===== src/rtl/fifo_egress_reader_pkg.sv =====
// rtl/fifo_egress_reader_pkg.sv - element layout, egress FSM states and skid entry type
package pf_egress_pkg;

    localparam int DATA_W    = 16;
    localparam int SOP_BIT   = 16;
    localparam int EOP_BIT   = 17;
    localparam int EMPTY_BIT = 18;

    typedef enum logic {IDLE, FRAME} egress_state_t;

    typedef struct packed {
        logic [DATA_W-1:0] data;
        logic              sop;
        logic              eop;
        logic              empty;
    } skid_entry_t;

    function automatic skid_entry_t el_to_entry(input logic [EMPTY_BIT:0] el);
        skid_entry_t e;
        e.data  = el[DATA_W-1:0];
        e.sop   = el[SOP_BIT];
        e.eop   = el[EOP_BIT];
        e.empty = el[EMPTY_BIT];
        return e;
    endfunction

endpackage


===== src/rtl/fifo_egress_reader_if.sv =====
// rtl/fifo_egress_reader_if.sv - FIFO read-side and Avalon-ST source interfaces
interface fifo_rd_if #(
    parameter int ADDR_WIDTH = 11,
    parameter int W_EL       = 20
);
    logic                  fifo_ren;
    logic [W_EL-1:0]       fifo_rdata;
    logic                  fifo_empty;
    logic [ADDR_WIDTH:0]   fifo_rptr;
    logic [ADDR_WIDTH:0]   commit_ptr;

    modport master (output fifo_ren, input fifo_rdata, fifo_empty, fifo_rptr, commit_ptr);
    modport slave  (input fifo_ren, output fifo_rdata, fifo_empty, fifo_rptr, commit_ptr);
endinterface

interface avst_src_if;
    logic [15:0] out_data;
    logic        out_valid;
    logic        out_ready;
    logic        out_sop;
    logic        out_eop;
    logic        out_empty;

    modport master (output out_data, out_valid, out_sop, out_eop, out_empty, input out_ready);
    modport slave  (input out_data, out_valid, out_sop, out_eop, out_empty, output out_ready);
endinterface


===== src/rtl/fifo_egress_reader_skid_buf2.sv =====
// rtl/fifo_egress_reader_skid_buf2.sv - 2-entry order-preserving skid buffer with flush
module skid_buf2
    import pf_egress_pkg::*;
(
    input  logic        clk,
    input  logic        reset_n,
    input  logic        push_i,
    input  logic        pop_i,
    input  logic        flush_i,
    input  skid_entry_t data_i,
    output logic        valid_o,
    output skid_entry_t head_o,
    output logic [1:0]  occ_o
);

    skid_entry_t ent0_q, ent0_d;
    skid_entry_t ent1_q, ent1_d;
    logic [1:0]  occ_q, occ_d;
    logic        do_pop, do_push;

    always_comb begin
        ent0_d  = ent0_q;
        ent1_d  = ent1_q;
        occ_d   = occ_q;
        do_pop  = pop_i && (occ_q != 2'd0);
        do_push = push_i && ((occ_q != 2'd2) || do_pop);
        if (flush_i) begin
            occ_d = 2'd0;
        end else begin
            case ({do_push, do_pop})
                2'b10: begin
                    if (occ_q == 2'd0) ent0_d = data_i;
                    else               ent1_d = data_i;
                    occ_d = occ_q + 2'd1;
                end
                2'b01: begin
                    ent0_d = ent1_q;
                    occ_d  = occ_q - 2'd1;
                end
                2'b11: begin
                    // Head leaves and the new element joins the tail; occupancy is unchanged.
                    if (occ_q == 2'd1) begin
                        ent0_d = data_i;
                    end else begin
                        ent0_d = ent1_q;
                        ent1_d = data_i;
                    end
                end
                default: ;
            endcase
        end
    end

    always_ff @(posedge clk or negedge reset_n) begin
        if (!reset_n) begin
            ent0_q <= '0;
            ent1_q <= '0;
            occ_q  <= 2'd0;
        end else begin
            ent0_q <= ent0_d;
            ent1_q <= ent1_d;
            occ_q  <= occ_d;
        end
    end

    assign valid_o = (occ_q != 2'd0);
    assign head_o  = ent0_q;
    assign occ_o   = occ_q;

endmodule


===== src/rtl/fifo_egress_reader.sv =====
// rtl/fifo_egress_reader.sv - drains committed frames from fifo_sync onto an Avalon-ST source
module fifo_egress_reader
    import pf_egress_pkg::*;
#(
    parameter int ADDR_WIDTH = 11,
    parameter int W_EL       = 20
) (
    input  logic       clk,
    input  logic       reset_n,
    fifo_rd_if.master  fifo,
    avst_src_if.master src,
    input  logic       flush,
    output logic       drop_pulse,
    output logic       frame_err
);

    egress_state_t state_q, state_d;
    logic          inflight_q, inflight_d;
    logic          pop, push, issue;
    logic          skid_valid;
    logic [1:0]    occ;
    skid_entry_t   head, ret_el;
    logic          unused_rsvd;

    assign unused_rsvd = &{1'b0, fifo.fifo_rdata[W_EL-1:EMPTY_BIT+1]};
    assign ret_el      = el_to_entry(fifo.fifo_rdata[EMPTY_BIT:0]);
    assign pop         = skid_valid && src.out_ready;

    // Reads are bounded by the commit pointer and by skid space net of this cycle's pop.
    assign issue = reset_n && !flush && !fifo.fifo_empty
                && (fifo.fifo_rptr != fifo.commit_ptr)
                && (({1'b0, occ} + {2'b00, inflight_q}) < (3'd2 + {2'b00, pop}));

    always_comb begin
        state_d    = state_q;
        inflight_d = issue;
        push       = 1'b0;
        drop_pulse = 1'b0;
        frame_err  = 1'b0;
        if (inflight_q && !flush) begin
            case (state_q)
                IDLE: begin
                    if (ret_el.sop) begin
                        push    = 1'b1;
                        state_d = ret_el.eop ? IDLE : FRAME;
                    end else begin
                        drop_pulse = 1'b1;
                    end
                end
                FRAME: begin
                    push      = 1'b1;
                    frame_err = ret_el.sop;
                    if (ret_el.eop) state_d = IDLE;
                end
                default: state_d = IDLE;
            endcase
        end
        if (flush) state_d = IDLE;
    end

    always_ff @(posedge clk or negedge reset_n) begin
        if (!reset_n) begin
            state_q    <= IDLE;
            inflight_q <= 1'b0;
        end else begin
            state_q    <= state_d;
            inflight_q <= inflight_d;
        end
    end

    skid_buf2 u_skid (
        .clk     (clk),
        .reset_n (reset_n),
        .push_i  (push),
        .pop_i   (pop),
        .flush_i (flush),
        .data_i  (ret_el),
        .valid_o (skid_valid),
        .head_o  (head),
        .occ_o   (occ)
    );

    assign fifo.fifo_ren = issue;
    assign src.out_valid = skid_valid;
    assign src.out_data  = skid_valid ? head.data  : 16'h0000;
    assign src.out_sop   = skid_valid ? head.sop   : 1'b0;
    assign src.out_eop   = skid_valid ? head.eop   : 1'b0;
    assign src.out_empty = skid_valid ? head.empty : 1'b0;

endmodule

===== src/flat_wrapper.sv =====
// flat-port wrapper written by rule: the top's interface ports become plain ports
module fifo_egress_reader_flat import pf_egress_pkg::*;
#(
    parameter int ADDR_WIDTH = 11,
    parameter int W_EL       = 20
)
  (clk, reset_n, flush, drop_pulse, frame_err, fifo_fifo_ren, fifo_fifo_rdata, fifo_fifo_empty, fifo_fifo_rptr, fifo_commit_ptr, src_out_data, src_out_valid, src_out_sop, src_out_eop, src_out_empty, src_out_ready);
  fifo_rd_if #(.ADDR_WIDTH(ADDR_WIDTH), .W_EL(W_EL)) fifo_i ();
  avst_src_if src_i ();
  input  logic clk;
  input  logic reset_n;
  input  logic flush;
  output logic drop_pulse;
  output logic frame_err;
  output wire logic [$bits(fifo_i.fifo_ren)-1:0] fifo_fifo_ren;
  input wire logic [$bits(fifo_i.fifo_rdata)-1:0] fifo_fifo_rdata;
  input wire logic [$bits(fifo_i.fifo_empty)-1:0] fifo_fifo_empty;
  input wire logic [$bits(fifo_i.fifo_rptr)-1:0] fifo_fifo_rptr;
  input wire logic [$bits(fifo_i.commit_ptr)-1:0] fifo_commit_ptr;
  output wire logic [$bits(src_i.out_data)-1:0] src_out_data;
  output wire logic [$bits(src_i.out_valid)-1:0] src_out_valid;
  output wire logic [$bits(src_i.out_sop)-1:0] src_out_sop;
  output wire logic [$bits(src_i.out_eop)-1:0] src_out_eop;
  output wire logic [$bits(src_i.out_empty)-1:0] src_out_empty;
  input wire logic [$bits(src_i.out_ready)-1:0] src_out_ready;
  assign fifo_fifo_ren = fifo_i.fifo_ren;
  assign fifo_i.fifo_rdata = fifo_fifo_rdata;
  assign fifo_i.fifo_empty = fifo_fifo_empty;
  assign fifo_i.fifo_rptr = fifo_fifo_rptr;
  assign fifo_i.commit_ptr = fifo_commit_ptr;
  assign src_out_data = src_i.out_data;
  assign src_out_valid = src_i.out_valid;
  assign src_out_sop = src_i.out_sop;
  assign src_out_eop = src_i.out_eop;
  assign src_out_empty = src_i.out_empty;
  assign src_i.out_ready = src_out_ready;
  fifo_egress_reader #(.ADDR_WIDTH(ADDR_WIDTH), .W_EL(W_EL)) u_core (.clk(clk), .reset_n(reset_n), .fifo(fifo_i), .src(src_i), .flush(flush), .drop_pulse(drop_pulse), .frame_err(frame_err));
endmodule

===== config.mk =====
export PLATFORM = sky130hd
export DESIGN_NAME = fifo_egress_reader_flat
export DESIGN_NICKNAME = d
export VERILOG_FILES = /design/src/rtl/fifo_egress_reader_pkg.sv /design/src/rtl/fifo_egress_reader_if.sv /design/src/rtl/fifo_egress_reader_skid_buf2.sv /design/src/rtl/fifo_egress_reader.sv /design/src/flat_wrapper.sv
export SDC_FILE = /design/constraint.sdc
export NUM_CORES = 1
export LEC_CHECK = 0
export ABC_AREA = 1
export BUFFER_PORTS_ARGS = -buffer_cell sky130_fd_sc_hd__clkbuf_2
export CAP_MARGIN = 10
export CORE_ASPECT_RATIO = 0.9
export CORE_UTILIZATION = 52
export CTS_CLUSTER_SIZE = 10
export DETAILED_ROUTE_END_ITERATION = 8
export PLACE_DENSITY = 0.83
export SYNTH_ARGS = -nofsm -noshare
export SYNTH_HDL_FRONTEND = slang
export SYNTH_HIERARCHICAL = 1
export SYNTH_SLANG_ARGS = --single-unit

===== constraint.sdc =====
create_clock -name clk -period 2.26 [get_ports clk]
set_clock_uncertainty 0.1 [all_clocks]
set_input_delay 0 -clock clk [delete_from_list [all_inputs] [get_ports clk]]
set_output_delay 0 -clock clk [all_outputs]
set_load 0.03 [all_outputs]

==> impl_metrics.tcl <==
set metrics [dict create \
    ctsHtreeMaxLevel 2 \
    setup.worst_path.end_class "register" \
    insertion_delay_ns 0.30 \
    cts_tree "yes" \
    place_ws_ns 0.135 \
    place_area_um2 2940 \
    synth.distinct_cells 20 \
    grt_pass1_vias 2229 \
    drive_above_1_share 0.223 \
    r2r_start "u_core/u_skid/occ_o[0]$_DFFE_PN0P_" \
    slew_headroom 0.642 \
    yosysTopAreaCell "dfrtp_1" \
    crit_arrival_ns 2.15 \
    synth_xor_xnor_area_share 0.0171 \
    hold_path.class "input port to register" \
    cts.sinks 42 \
    dieArea_um2 5200 \
    worst_r2r_endpoint "u_core/u_skid/head_o[9]$_DFFE_PN0P_" \
    synth-simple-area-share 0.426 \
    die_y_um 68.5 \
    die_w_um 75.9 \
    p_per_area_nw_per_um2 921 \
    layout_setup_ws_ns 0.201 \
    netlist_area_um2 2550 \
    antennaDiodeCount 0 \
    grt_pass1_wl_um 9660 \
    numCtsBuffers 5 \
    n_fill_cell 383 \
    core_um2 4580 \
    viasPerCell 4.80 \
    synth-adder-area-share 0.0245 \
    path_common_cell "nand2_1" \
    routabilityCongestion 0.804 \
    areaGrowthSynthToFinish_pct 27.9 \
    r2r_cells 9 \
    tightest_slew_ns 0.537 \
    root_buffer "clkbuf_8" \
    status "finished, final reports clean" \
    r2r_slack_ns 0.20 \
    ys_seq_elements 42 \
    finalSetupViolCount 0 \
    final_common_cell "nand2_1" \
    synth_top_cell_area_share 0.411 \
    crit_chain "inv_1, ha_1, inv_2, buf_4, nand3_2, nand2_1, nand2_1, nand2_1, nand2_1" \
    maxSlewViolCount 0 \
    muxShareOfSynthArea 0 \
    synth_warnings 6 \
    first_pass_iters 5 \
    dr_total_vias 2541 \
    io_pins 72 \
    multi_input_area_um2 1220 \
    synth_top_family_by_area "simple AND/OR/NAND/NOR gates" \
    track_usage 0.254 \
    yosys-top-cells-area "dfrtp_1, nand2_1, inv_1, nand3_1, nand3_2" \
    fin_crit_ns 2.06 \
    portBuffers 70 \
    crit_type "register to register" \
    synth-compound-area-share 0.00735 \
    grt.overflow.total 0 \
    drt_wl_total_um 5950 \
    syn_inst 374 \
    whs_path_depth 7 \
    path_clk_slew_ns 0.08 \
    clk_path_buf_depth 2 \
    whs_endpoint "u_core/inflight_q$_DFF_PN0_" \
    drv_cap 0 \
    antenna_found_initial 0 \
    crit_fanout 20 \
    synth.net_count 428 \
    drc_errors 0 \
    crit_buf_inv 3 \
    fin_crit_sh 0.911 \
    drt_iter0_drc 225 \
    grt_max_degree 43 \
    min_from "fifo_fifo_rptr[2]" \
    slowest_delay_ns 0.41 \
    post-cts-setup-buffers 0 \
    hold_viol_final 0 \
    p_leak_nw 2.06 \
    final_cell_area_um2 3270 \
    crit_required_ns 2.35 \
    wl_per_cell_um 11.2 \
    critPathSlowestCell "dfrtp_2" \
    fmaxAchievable_mhz 486 \
    dp_hpwl_um 3940 \
    setup.worst_path.start "u_core/u_skid/occ_o[0]$_DFFE_PN0P_" \
    ant_nets 0 \
    start_kind "register" \
    regArea_um2 1050 \
    initial_core_util 0.558 \
    tns_ns 0 \
    synth-seq-area-share 0.411 \
    critPathTopFamily "simple AND/OR/NAND/NOR gates" \
    rows 23 \
    finalNetCount 520 \
    final_cell_mix "nand2_1, clkbuf_2, inv_1, dfrtp_1, nand3_1" \
    grt_setup_unrepaired "no" \
    syn_avg_cell_area_um2 6.83 \
    peakVddDrop_mv 0.432 \
]
## cells by family after synthesis
group / after synthesis
xor+xnor: 5
flops: 42
simple gates: 255
buf+inv: 64
fa+ha+maj: 5
compound gates: 3
## metrics by stage
step / instances / hold slack, ns / utilization / total power [mW]
after floorplan: 374 / -0.396 / - / 2.14
after global placement: 498 / 0.0959 / 0.643 / 2.44
after detailed placement: 498 / 0.0933 / 0.643 / 2.48
after CTS: 529 / 0.0176 / 0.713 / 3.02
after global routing: 529 / 0.0631 / 0.714 / 3.26
final: 529 / 0.0140 / 0.714 / 3.01
## power by group
group | internal, mW | total (mW) | switching [mW] | leakage [nW]
Clock | 0.246 | 0.497 | 0.251 | 0.0482
Sequential | 1.06 | 1.22 | 0.168 | 0.542
Combinational | 0.433 | 1.29 | 0.856 | 1.47
## cell usage after synthesis (all sizes together)
cell	n
o21ai	2
buf	15
xnor2	5
ha	5
dfrtp	42
nor2	11
inv	49
nand2	197
nor3	1
nand3	43
nand4	3
o32ai	1
## state kept, by name (all words and copies together) (netlist names)
name / cells
u_core/inflight_q: 1
u_core/state_q: 1
u_core/u_skid/ent1_q: 19
u_core/u_skid/head_o: 19
u_core/u_skid/occ_o: 2
## routing by layer
layer,vias to the layer above,track usage,wire [um]
li1,1308,-,-
met1,1112,0.308,2550
met2,111,0.429,2850
met3,10,0.0654,456
met4,0,0.109,89
met5,-,0,0
## worst max-delay path by stage
| stage | to | slack (ns) | cells after the start |
|---|---|---|---|
| 2_1_floorplan | u_core/u_skid/ent1_q[10]$_DFFE_PN0P_ | 0.35 | 13 |
| 3_3_place_gp | u_core/u_skid/ent1_q[14]$_DFFE_PN0P_ | 0.22 | 12 |
| 3_5_place_dp | u_core/u_skid/ent1_q[12]$_DFFE_PN0P_ | 0.13 | 12 |
| 4_1_cts | u_core/u_skid/ent1_q[12]$_DFFE_PN0P_ | 0.09 | 12 |
| 5_1_grt | u_core/u_skid/ent1_q[12]$_DFFE_PN0P_ | 0.04 | 12 |
| 6_report | u_core/u_skid/head_o[9]$_DFFE_PN0P_ | 0.20 | 9 |
## what timing repair did
item	CTS	global route
gates resized for setup	0	2
endpoints found under the hold margin	84	0
hold buffers	23	0
setup endpoints to repair	0	19
## cell type report
class / instances / area share
clock inverters: 1 / 0.00153
clock buffers: 7 / 0.0264
repair buffers: 100 / 0.198
well taps: 62 / 0.0237
flip-flops and latches: 42 / 0.322
inverters: 49 / 0.0563
multi-input cells: 268 / 0.373
## worst reg2reg max path: stages, from the launching register on
cell	delay, ns
dfrtp_2	0.41
inv_1	0.07
ha_1	0.24
inv_2	0.09
buf_4	0.24
nand3_2	0.40
nand2_1	0.19
nand2_1	0.10
nand2_1	0.08
nand2_1	0.05
No activity file was read; power rests on OpenSTA's default activity.
